`src/rtl/bus_pkg.sv`:
```
// Shared types for the multiplexed bus cycle unit: cycle kinds, T-state codes
// and the S1/S0 status encodings.
package bus_pkg;

    typedef enum logic [2:0] {
        KindFetch = 3'd0,
        KindMemRd = 3'd1,
        KindMemWr = 3'd2,
        KindIoRd  = 3'd3,
        KindIoWr  = 3'd4
    } cycle_kind_e;

    typedef enum logic [2:0] {
        StTi = 3'd0,
        StT1 = 3'd1,
        StT2 = 3'd2,
        StTw = 3'd3,
        StT3 = 3'd4,
        StTh = 3'd5
    } tstate_e;

    // {S1, S0}
    localparam logic [1:0] StatIdle  = 2'b00;
    localparam logic [1:0] StatWrite = 2'b01;
    localparam logic [1:0] StatRead  = 2'b10;
    localparam logic [1:0] StatFetch = 2'b11;

    // Unassigned request codes fall back to a plain memory read.
    function automatic cycle_kind_e decode_kind(input logic [2:0] code);
        case (code)
            3'd0:    return KindFetch;
            3'd2:    return KindMemWr;
            3'd3:    return KindIoRd;
            3'd4:    return KindIoWr;
            default: return KindMemRd;
        endcase
    endfunction

    function automatic logic kind_is_write(input cycle_kind_e kind);
        return (kind == KindMemWr) || (kind == KindIoWr);
    endfunction

    function automatic logic kind_is_io(input cycle_kind_e kind);
        return (kind == KindIoRd) || (kind == KindIoWr);
    endfunction

    function automatic logic [1:0] kind_status(input cycle_kind_e kind);
        case (kind)
            KindFetch:          return StatFetch;
            KindMemWr, KindIoWr: return StatWrite;
            default:            return StatRead;
        endcase
    endfunction

endpackage

```
`src/rtl/bus_wait_timer.sv`:
```
// Wait-state counter: cleared on load, counts up while enabled, saturates at
// its maximum and reports when the configured number of waits has elapsed.
module bus_wait_timer #(
    parameter int unsigned WaitW = 3
) (
    input  logic             clk_i,
    input  logic             rst_ni,
    input  logic             load_i,
    input  logic             count_i,
    input  logic [WaitW-1:0] limit_i,
    output logic             done_o
);

    localparam logic [WaitW-1:0] CntMax = '1;

    logic [WaitW-1:0] cnt_q, cnt_d;

    always_comb begin
        cnt_d = cnt_q;
        if (load_i) begin
            cnt_d = '0;
        end else if (count_i && (cnt_q != CntMax)) begin
            cnt_d = cnt_q + 1'b1;
        end
    end

    always_ff @(posedge clk_i or negedge rst_ni) begin
        if (!rst_ni) begin
            cnt_q <= '0;
        end else begin
            cnt_q <= cnt_d;
        end
    end

    assign done_o = (cnt_q >= limit_i);

endmodule

```
`src/rtl/bus_cycle_unit.sv`:
```
// Multiplexed address/data bus master: runs fetch/read/write cycles through
// T1-T2-TW-T3 with READY wait states and HOLD/HLDA bus release.
module bus_cycle_unit
    import bus_pkg::*;
#(
    parameter int unsigned ADDR_W = 16,
    parameter int unsigned DATA_W = 8,
    parameter int unsigned WAIT_W = 3
) (
    input  logic                     clock,
    input  logic                     reset_in,
    input  logic                     req_valid,
    output logic                     req_ready,
    input  logic [2:0]               req_kind,
    input  logic [ADDR_W-1:0]        req_addr,
    input  logic [DATA_W-1:0]        req_wdata,
    input  logic [WAIT_W-1:0]        req_wait,
    output logic                     rsp_valid,
    output logic [DATA_W-1:0]        rsp_rdata,
    input  logic                     READY,
    input  logic                     HOLD,
    output logic                     HLDA,
    output logic                     ALE,
    output logic                     RDn,
    output logic                     WRn,
    output logic                     IO_Mn,
    output logic                     S0,
    output logic                     S1,
    output logic [DATA_W-1:0]        AD_out,
    output logic                     AD_oe,
    input  logic [DATA_W-1:0]        AD_in,
    output logic [ADDR_W-DATA_W-1:0] ADD,
    output logic                     bus_oe,
    output logic [2:0]               state
);

    tstate_e             state_q, state_d;
    cycle_kind_e         kind_q, kind_d;
    logic [ADDR_W-1:0]   addr_q, addr_d;
    logic [DATA_W-1:0]   wdata_q, wdata_d;
    logic [WAIT_W-1:0]   wait_q, wait_d;
    logic                armed_q;

    logic                ale_q, ale_d;
    logic                rdn_q, rdn_d;
    logic                wrn_q, wrn_d;
    logic                iom_q, iom_d;
    logic [1:0]          stat_q, stat_d;
    logic [DATA_W-1:0]   ad_out_q, ad_out_d;
    logic                ad_oe_q, ad_oe_d;
    logic [ADDR_W-DATA_W-1:0] add_q, add_d;
    logic                bus_oe_q, bus_oe_d;
    logic                hlda_q, hlda_d;
    logic                rsp_valid_q, rsp_valid_d;
    logic [DATA_W-1:0]   rsp_rdata_q, rsp_rdata_d;

    logic                accept;
    logic                wait_done;
    logic                active_d;
    logic                data_phase_d;
    logic                write_d;

    // armed_q keeps the unit from accepting on the very first edge after reset.
    assign req_ready = armed_q && !HOLD && ((state_q == StTi) || (state_q == StT3));
    assign accept    = req_valid && req_ready;

    bus_wait_timer #(
        .WaitW (WAIT_W)
    ) u_wait_timer (
        .clk_i   (clock),
        .rst_ni  (reset_in),
        .load_i  (accept),
        .count_i ((state_q == StT2) || (state_q == StTw)),
        .limit_i (wait_q),
        .done_o  (wait_done)
    );

    always_comb begin
        state_d = state_q;
        kind_d  = kind_q;
        addr_d  = addr_q;
        wdata_d = wdata_q;
        wait_d  = wait_q;
        unique case (state_q)
            StTi: begin
                if (HOLD) begin
                    state_d = StTh;
                end else if (accept) begin
                    state_d = StT1;
                end
            end
            StT1: state_d = StT2;
            StT2, StTw: state_d = (wait_done && READY) ? StT3 : StTw;
            // HOLD is honoured only once the running cycle has finished.
            StT3: begin
                if (HOLD) begin
                    state_d = StTh;
                end else if (accept) begin
                    state_d = StT1;
                end else begin
                    state_d = StTi;
                end
            end
            StTh: begin
                if (!HOLD) begin
                    state_d = StTi;
                end
            end
            default: state_d = StTi;
        endcase
        if (accept) begin
            kind_d  = decode_kind(req_kind);
            addr_d  = req_addr;
            wdata_d = req_wdata;
            wait_d  = req_wait;
        end
    end

    // Strobes are computed for the state being entered so they leave flops.
    always_comb begin
        active_d     = (state_d == StT1) || (state_d == StT2) ||
                       (state_d == StTw) || (state_d == StT3);
        data_phase_d = (state_d == StT2) || (state_d == StTw) || (state_d == StT3);
        write_d      = kind_is_write(kind_d);

        ale_d    = (state_d == StT1);
        rdn_d    = !(data_phase_d && !write_d);
        wrn_d    = !(data_phase_d && write_d);
        stat_d   = active_d ? kind_status(kind_d) : StatIdle;
        iom_d    = active_d && kind_is_io(kind_d);
        ad_oe_d  = (state_d == StT1) || (data_phase_d && write_d);
        add_d    = active_d ? addr_d[ADDR_W-1:DATA_W] : '0;
        bus_oe_d = (state_d != StTh);
        hlda_d   = (state_d == StTh);

        ad_out_d = '0;
        if (state_d == StT1) begin
            ad_out_d = addr_d[DATA_W-1:0];
        end else if (data_phase_d && write_d) begin
            ad_out_d = wdata_d;
        end

        rsp_valid_d = (state_q == StT3);
        rsp_rdata_d = rsp_rdata_q;
        if ((state_q == StT3) && !kind_is_write(kind_q)) begin
            rsp_rdata_d = AD_in;
        end
    end

    always_ff @(posedge clock or negedge reset_in) begin
        if (!reset_in) begin
            state_q     <= StTi;
            kind_q      <= KindFetch;
            addr_q      <= '0;
            wdata_q     <= '0;
            wait_q      <= '0;
            armed_q     <= 1'b0;
            ale_q       <= 1'b0;
            rdn_q       <= 1'b1;
            wrn_q       <= 1'b1;
            iom_q       <= 1'b0;
            stat_q      <= StatIdle;
            ad_out_q    <= '0;
            ad_oe_q     <= 1'b0;
            add_q       <= '0;
            bus_oe_q    <= 1'b1;
            hlda_q      <= 1'b0;
            rsp_valid_q <= 1'b0;
            rsp_rdata_q <= '0;
        end else begin
            state_q     <= state_d;
            kind_q      <= kind_d;
            addr_q      <= addr_d;
            wdata_q     <= wdata_d;
            wait_q      <= wait_d;
            armed_q     <= 1'b1;
            ale_q       <= ale_d;
            rdn_q       <= rdn_d;
            wrn_q       <= wrn_d;
            iom_q       <= iom_d;
            stat_q      <= stat_d;
            ad_out_q    <= ad_out_d;
            ad_oe_q     <= ad_oe_d;
            add_q       <= add_d;
            bus_oe_q    <= bus_oe_d;
            hlda_q      <= hlda_d;
            rsp_valid_q <= rsp_valid_d;
            rsp_rdata_q <= rsp_rdata_d;
        end
    end

    assign state     = state_q;
    assign ALE       = ale_q;
    assign RDn       = rdn_q;
    assign WRn       = wrn_q;
    assign IO_Mn     = iom_q;
    assign S1        = stat_q[1];
    assign S0        = stat_q[0];
    assign AD_out    = ad_out_q;
    assign AD_oe     = ad_oe_q;
    assign ADD       = add_q;
    assign bus_oe    = bus_oe_q;
    assign HLDA      = hlda_q;
    assign rsp_valid = rsp_valid_q;
    assign rsp_rdata = rsp_rdata_q;

endmodule

```
`config.mk`:
```
export PLATFORM = sky130hd
export DESIGN_NAME = bus_cycle_unit
export DESIGN_NICKNAME = d
export VERILOG_FILES = /design/src/rtl/bus_pkg.sv /design/src/rtl/bus_wait_timer.sv /design/src/rtl/bus_cycle_unit.sv
export SDC_FILE = /design/constraint.sdc
export NUM_CORES = 1
export LEC_CHECK = 0
export CORE_MARGIN = 2
export CORE_UTILIZATION = 45
export DETAILED_ROUTE_END_ITERATION = 7
export PLACE_DENSITY = 0.79
export SYNTH_ARGS = -nofsm -noshare
export SYNTH_HDL_FRONTEND = slang
export SYNTH_SLANG_ARGS = --single-unit
```
`constraint.sdc`:
```
create_clock -name clock -period 2.1 [get_ports clock]
set_clock_uncertainty 0.1 [all_clocks]
set_input_delay 0.42 -clock clock [delete_from_list [all_inputs] [get_ports clock]]
set_output_delay 0.42 -clock clock [all_outputs]
set_load 0.01 [all_outputs]
```
## Word-level counts from Yosys, hierarchy flattened

Index checks and enable logic that the tools add are counted.

- Bits of input ports: 43
- Register bits after elaboration: 71
- Logic and storage cells: 90
- Output and inout port bits: 38

- Reductions and logical operators: 31
- Equal/unequal tests: 20
- Muxes and demuxes: 18
- Add/sub/neg operators: 1
- Order comparisons: 1

Operators by type and width:

| kind | number |
|---|---|
| two-way mux 8 bit | 4 |
| equality test 3 x 2 -> 1 bit, second input constant | 9 |
| two-way mux 3 bit | 8 |
| equality test 3 bit, second input constant | 7 |
| two-way mux 16 bit | 1 |
| case mux 3 bit (5 select lines) | 1 |
| case mux 3 bit (4 select lines) | 1 |
| logical OR 1 bit | 11 |
| logical AND 1 bit | 9 |
| zero test 3 bit | 3 |
| equality test 3 x 1 -> 1 bit, second input constant | 2 |
| inequality test 3 bit, second input constant | 2 |
| zero test 1 bit | 5 |
| case mux 2 bit (2 select lines) | 1 |
| OR reduction 2 bit | 2 |
| adder 3 x 1 -> 3 bit, second input constant | 1 |
| greater-or-equal comparator 3 bit | 1 |
| two-way mux 2 bit | 1 |
| nonzero test 2 bit | 1 |
| two-way mux 1 bit | 1 |

## Longest topological paths before layout

- Word-level depth: 13
- Depth in mapped cells: 7

## Modules after synthesis

A second synthesis with hierarchy kept.

- Cell total of the unflattened synthesis: 178
- Area, all modules: 2,541.2 um^2

By module, submodules not included:

| module | instances | area an instance (um^2) | seq. area each (um^2) | cells each |
|---|---|---|---|---|
| bus_cycle_unit | 1 | 2,288.4 | 1,505.2 | 153 |
| bus_wait_timer | 1 | 252.7 | 75.1 | 25 |

## Worst setup path before layout

No wires, ideal clock.

- Kind: flip-flop to flip-flop
- From: reg state_q[0] (netlist: state[0])
- To: reg ad_oe_q (netlist: AD_oe)
- Arrival: 1.527 ns
- Data required time: 1.876 ns
- Clock period less this slack: 1.751 ns
- Stages on the path, launching flop included: 7
- Slack: 0.349 ns
- Cells stage by stage: dfrtp_1 > nor3_2 > nand3_2 > clkinv_2 > mux2i_1 > nor3_4 > or2_1

- Longest elaborated chain between the ends: 12
- Elaborated cells between the ends (all ways): 28
- Classes of those cells: eq/ne (11); mux (7); reduce/logical (10)

Ends and longest elaborated chain:

| element | RTL line | RTL |
|---|---|---|
| start: declaration | bus_cycle_unit.sv:37 | `tstate_e state_q, state_d;` |
| start signal: assignment | bus_cycle_unit.sv:152 | `state_q <= StTi;` |
| start signal: assignment | bus_cycle_unit.sv:171 | `state_q <= state_d;` |
| equality test 3 bit / zero test 3 bit (equally long branches) | bus_cycle_unit.sv:64, bus_cycle_unit.sv:84 |  |
| logical OR 1 bit | bus_cycle_unit.sv:64 | `assign req_ready = armed_q && !HOLD && ((state_q == StTi) \|\| (state_q == StT3));` |
| logical AND 1 bit | bus_cycle_unit.sv:64 |  |
| logical AND 1 bit | bus_cycle_unit.sv:65 | `assign accept = req_valid && req_ready;` |
| two-way mux 1 bit / two-way mux 3 bit (equally long branches) | bus_cycle_unit.sv:98, bus_cycle_unit.sv:88 |  |
| two-way mux 3 bit (on tied branches) | bus_cycle_unit.sv:96, bus_cycle_unit.sv:86 |  |
| case mux 3 bit (5 select lines) | bus_cycle_unit.sv:84 | `unique case (state_q)` |
| equality test 3 x 2 -> 1 bit | bus_cycle_unit.sv:123 | `data_phase_d = (state_d == StT2) \|\| (state_d == StTw) \|\| (state_d == StT3);` |
| logical OR 1 bit (2 in a row) | bus_cycle_unit.sv:123 |  |
| logical AND 1 bit | bus_cycle_unit.sv:131 | `ad_oe_d = (state_d == StT1) \|\| (data_phase_d && write_d);` |
| logical OR 1 bit * | bus_cycle_unit.sv:131 |  |
| net ad_oe_d | bus_cycle_unit.sv:50 | `logic ad_oe_q, ad_oe_d;` |
| end signal: assignment | bus_cycle_unit.sv:183 | `ad_oe_q <= ad_oe_d;` |
| end: declaration | bus_cycle_unit.sv:50 |  |

Mark *: on every way through the listed nets, which the timed path passes. The rest lies on a longest branch.
A chain may end at the register's enable or synchronous reset.

## Worst setup path after layout

- From: in HOLD
- To: reg ad_oe_q (netlist: AD_oe)

- Longest elaborated chain between the ends: 12
- Elaborated cells between the ends (all ways): 22
- Classes of those cells: eq/ne (6); mux (7); reduce/logical (9)

Ends and longest elaborated chain:

| element | RTL line | RTL |
|---|---|---|
| start: declaration | bus_cycle_unit.sv:21 | `input logic HOLD,` |
| zero test 1 bit | - |  |
| logical AND 1 bit (2 in a row) | bus_cycle_unit.sv:64 |  |
| logical AND 1 bit | bus_cycle_unit.sv:65 |  |
| two-way mux 1 bit / two-way mux 3 bit (equally long branches) | bus_cycle_unit.sv:98, bus_cycle_unit.sv:88 |  |
| two-way mux 3 bit (on tied branches) | bus_cycle_unit.sv:96, bus_cycle_unit.sv:86 |  |
| case mux 3 bit (5 select lines) | bus_cycle_unit.sv:84 |  |
| equality test 3 x 2 -> 1 bit | bus_cycle_unit.sv:123 |  |
| logical OR 1 bit (2 in a row) | bus_cycle_unit.sv:123 |  |
| logical AND 1 bit | bus_cycle_unit.sv:131 |  |
| logical OR 1 bit * | bus_cycle_unit.sv:131 |  |
| net ad_oe_d | bus_cycle_unit.sv:50 |  |

Marked as above.

==> impl_metrics.env <==
export IMPL_run_status="complete, no violations"
export IMPL_yosysTopAreaCellShare_pct=61.3
export IMPL_crit_arrival_ns=2.09
export IMPL_layout_commonest_cell="clkdlybuf4s50_1"
export IMPL_cts_buffers=9
export IMPL_rr_worst_depth=8
export IMPL_dpl_hpwl_um=3800
export IMPL_cap_violations=0
export IMPL_syn_area_sq_um=2450
export IMPL_cp_slowest_stage_delay_ns=0.44
export IMPL_synth_edf_count=0
export IMPL_rr_startpoint="state[0]"
export IMPL_gp_congestion=0.812
export IMPL_dieArea_sq_um=6040
export IMPL_grt_max_degree=31
export IMPL_grt_pass1_wl_um=9070
export IMPL_place_inst=370
export IMPL_tritoncts="yes"
export IMPL_fin_ws_ns=0.123
export IMPL_min_delay_start="addr_q[12]"
export IMPL_final_cell_mix="78 x clkdlybuf4s50_1, 60 x dfrtp_1, 57 x nand2_1"
export IMPL_drc=0
export IMPL_power_per_cell_area_nw_per_um2=1380
export IMPL_slowest_stage="clkdlybuf4s50_1"
export IMPL_setup_worst_path_class="input port to flip-flop"
export IMPL_hold_depth=2
export IMPL_synthCells=216
export IMPL_htree_levels=3
export IMPL_async_flop_share_pct=100
export IMPL_synthTopCellsByArea="dfrtp_1 61%, nand2_1 8.7%, mux2_2 4.1%"
export IMPL_syn_to_final_growth_pct=48.3
export IMPL_postRouteAntennaNets=0
export IMPL_die_x_um=77.7
export IMPL_grt_ovfl_total=0
export IMPL_critical_path_buf_inv_count=4
export IMPL_fmax_ghz=0.506
export IMPL_crit_start="HOLD"
export IMPL_drt_first_iter_violations=84
export IMPL_io_buffer_count=80
export IMPL_path_cells="clkdlybuf4s50_1 > nor3_2 > buf_4 > nand3_2 > clkinv_2 > mux2i_2 > nor3_4 > buf_12 > or2_1"
export IMPL_root_buffer="clkbuf_8"
export IMPL_fin_crit_ns=1.98
export IMPL_crit_required_ns=2.21
export IMPL_setup_violations=0
export IMPL_synth_warnings=0
export IMPL_synth_net_count=264
export IMPL_rrSetupSlack_ns=0.20
export IMPL_ys_seq_area_share_pct=64.6
export IMPL_start_util_pct=47.3
export IMPL_rr_endpoint="AD_oe"
export IMPL_startpoint_type="input port"
export IMPL_whs_endpoint="addr_q[12]"
export IMPL_min_period_over_period_pct=94.1
export IMPL_routed_wl_um=5470
export IMPL_ir_drop_mv=0.744
export IMPL_antennaDiodeCount=0
export IMPL_slew_violations=0
export IMPL_drive_gt1_share_pct=14.8
export IMPL_cellLeakagePower_nw=1.70
export IMPL_nets=361
export IMPL_cts_sinks=63
export IMPL_drt_pass1_iter_count=4
export IMPL_gr_usage_all_layers_pct=19.8
export IMPL_crit_family="buffers and inverters"
export IMPL_setup_worst_path_end_class="flip-flop"
export IMPL_vias=1917
export IMPL_timing_setup_tns_ns=0
export IMPL_die_height_um=77.7
export IMPL_cts_max_path_buffers=2
export IMPL_hold_class="flip-flop to flip-flop"
export IMPL_grt_pass1_vias=1956
export IMPL_path_max_fanout=10
export IMPL_ios=81
export IMPL_rows=26
export IMPL_hold_viol=0
export IMPL_clk_pin_slew_ns=0.07
export IMPL_rsz0062_at_grt="false"
export IMPL_clk_latency_ns=0.33
export IMPL_synth_distinct_cells=35
export IMPL_routedWlPerCell_um=14.1
export IMPL_via_per_inst=4.94
export IMPL_yosys_register_bits=63
export IMPL_power_mw=5.03
export IMPL_antenna_found_initial=0
export IMPL_dp_slack_ns=-0.135
export IMPL_avgSynthCellArea_sq_um=11.3
export IMPL_core_sq_um=5170
export IMPL_yosysTopAreaCell="dfrtp_1"
export IMPL_fin_cells=388
export IMPL_yosys_most_used_dff="dfrtp_1"
==> registers in the layout, summed over array words and instances, names as in the netlist <==
signal and count:
WRn 1, wait_q 3, addr_q 8, RDn 1
wdata_q 8, u_wait_timer.cnt_q 3, AD_oe 1, rsp_rdata 8
HLDA 1, bus_oe 1, kind_q 3, AD_out 8
stat_q 2, ALE 1, rsp_valid 1, state 3
IO_Mn 1, ADD 8, armed_q 1
==> stage by stage <==
stage	instance area (sq um)	util (%)	hold slack [ns]
after global routing	3630	70.2	0.401
after floorplan	2450	-	0.0244
after global placement	3410	66.0	0.311
after detailed placement	3410	66.0	0.315
final	3630	70.2	0.375
after CTS	3620	70.0	0.379
==> synthesized netlist by cell type (2+ instances only) <==
library cell and count:
a211oi_1 2, a21oi_1 15, a22o_1 8, and2_1 2
buf_1 2, buf_2 2, clkbuf_1 4, dfrtp_1 60
dfstp_2 3, ha_1 5, inv_1 7, mux2_2 9
nand2_1 57, nand2b_1 5, nor2_1 8, nor2b_1 2
o21ai_0 6, xnor2_1 2
==> layout make-up <==
cell class,instances,area (sq um)
Multi-Input combinational cell,137,807
Timing Repair Buffer,94,935
Clock buffer,10,128
Inverter,8,31.3
Clock inverter,6,61.3
Tap cell,70,87.6
Fill cell,362,1540
Sequential cell,63,1580
==> per-layer routing <==
layer,vias to the layer above,track usage [%],part of all wire (%)
li1,910,-,-
met1,937,24.9,42
met2,58,31.1,50
met3,12,6.05,4.9
met4,0,9.64,2.9
met5,-,0,0
==> worst max-delay path by stage <==
stage / end / slack, ns / depth (start not counted)
2_1_floorplan: AD_oe / 0.35 / 6
3_3_place_gp: req_ready / -0.09 / 4
3_5_place_dp: req_ready / -0.14 / 4
4_1_cts: AD_oe / 0.11 / 9
5_1_grt: IO_Mn / 0.02 / 9
6_report: AD_oe / 0.12 / 9
==> cells by family (layout without fill, tap and decap cells) <==
family	after synthesis	in the layout	synth area share, %
AO/OA/AOI/OAI	38	38	10.0
XOR/XNOR	2	2	0.716
adder cells (fa/ha/maj)	5	5	2.56
buffers and inverters	16	118	2.61
flip-flops	63	63	64.6
multiplexers	10	10	4.55
other	1	1	0.153
AND/OR/NAND/NOR	81	81	14.8
==> power by group <==
group	leakage [nW]	switching [mW]	internal, mW
combinational	0.807	0.894	1.13
sequential	0.792	0.250	1.75
clock	0.0960	0.463	0.544
==> worst register-to-register path, stage by stage (launching register included) <==
cell	delay, ns
dfrtp_1	0.43
nor3_2	0.22
buf_4	0.14
nand3_2	0.09
clkinv_2	0.11
mux2i_2	0.30
nor3_4	0.07
buf_12	0.15
or2_1	0.20
==> repair_timing <==
action	CTS	global route
cloned	0	0
resized for setup	1	3
setup endpoints to repair	1	9
setup buffers	1	0
pin swaps	1	0
endpoints found under the hold margin	19	0
hold buffers	1	0
Power figures use the tool's default switching activity.
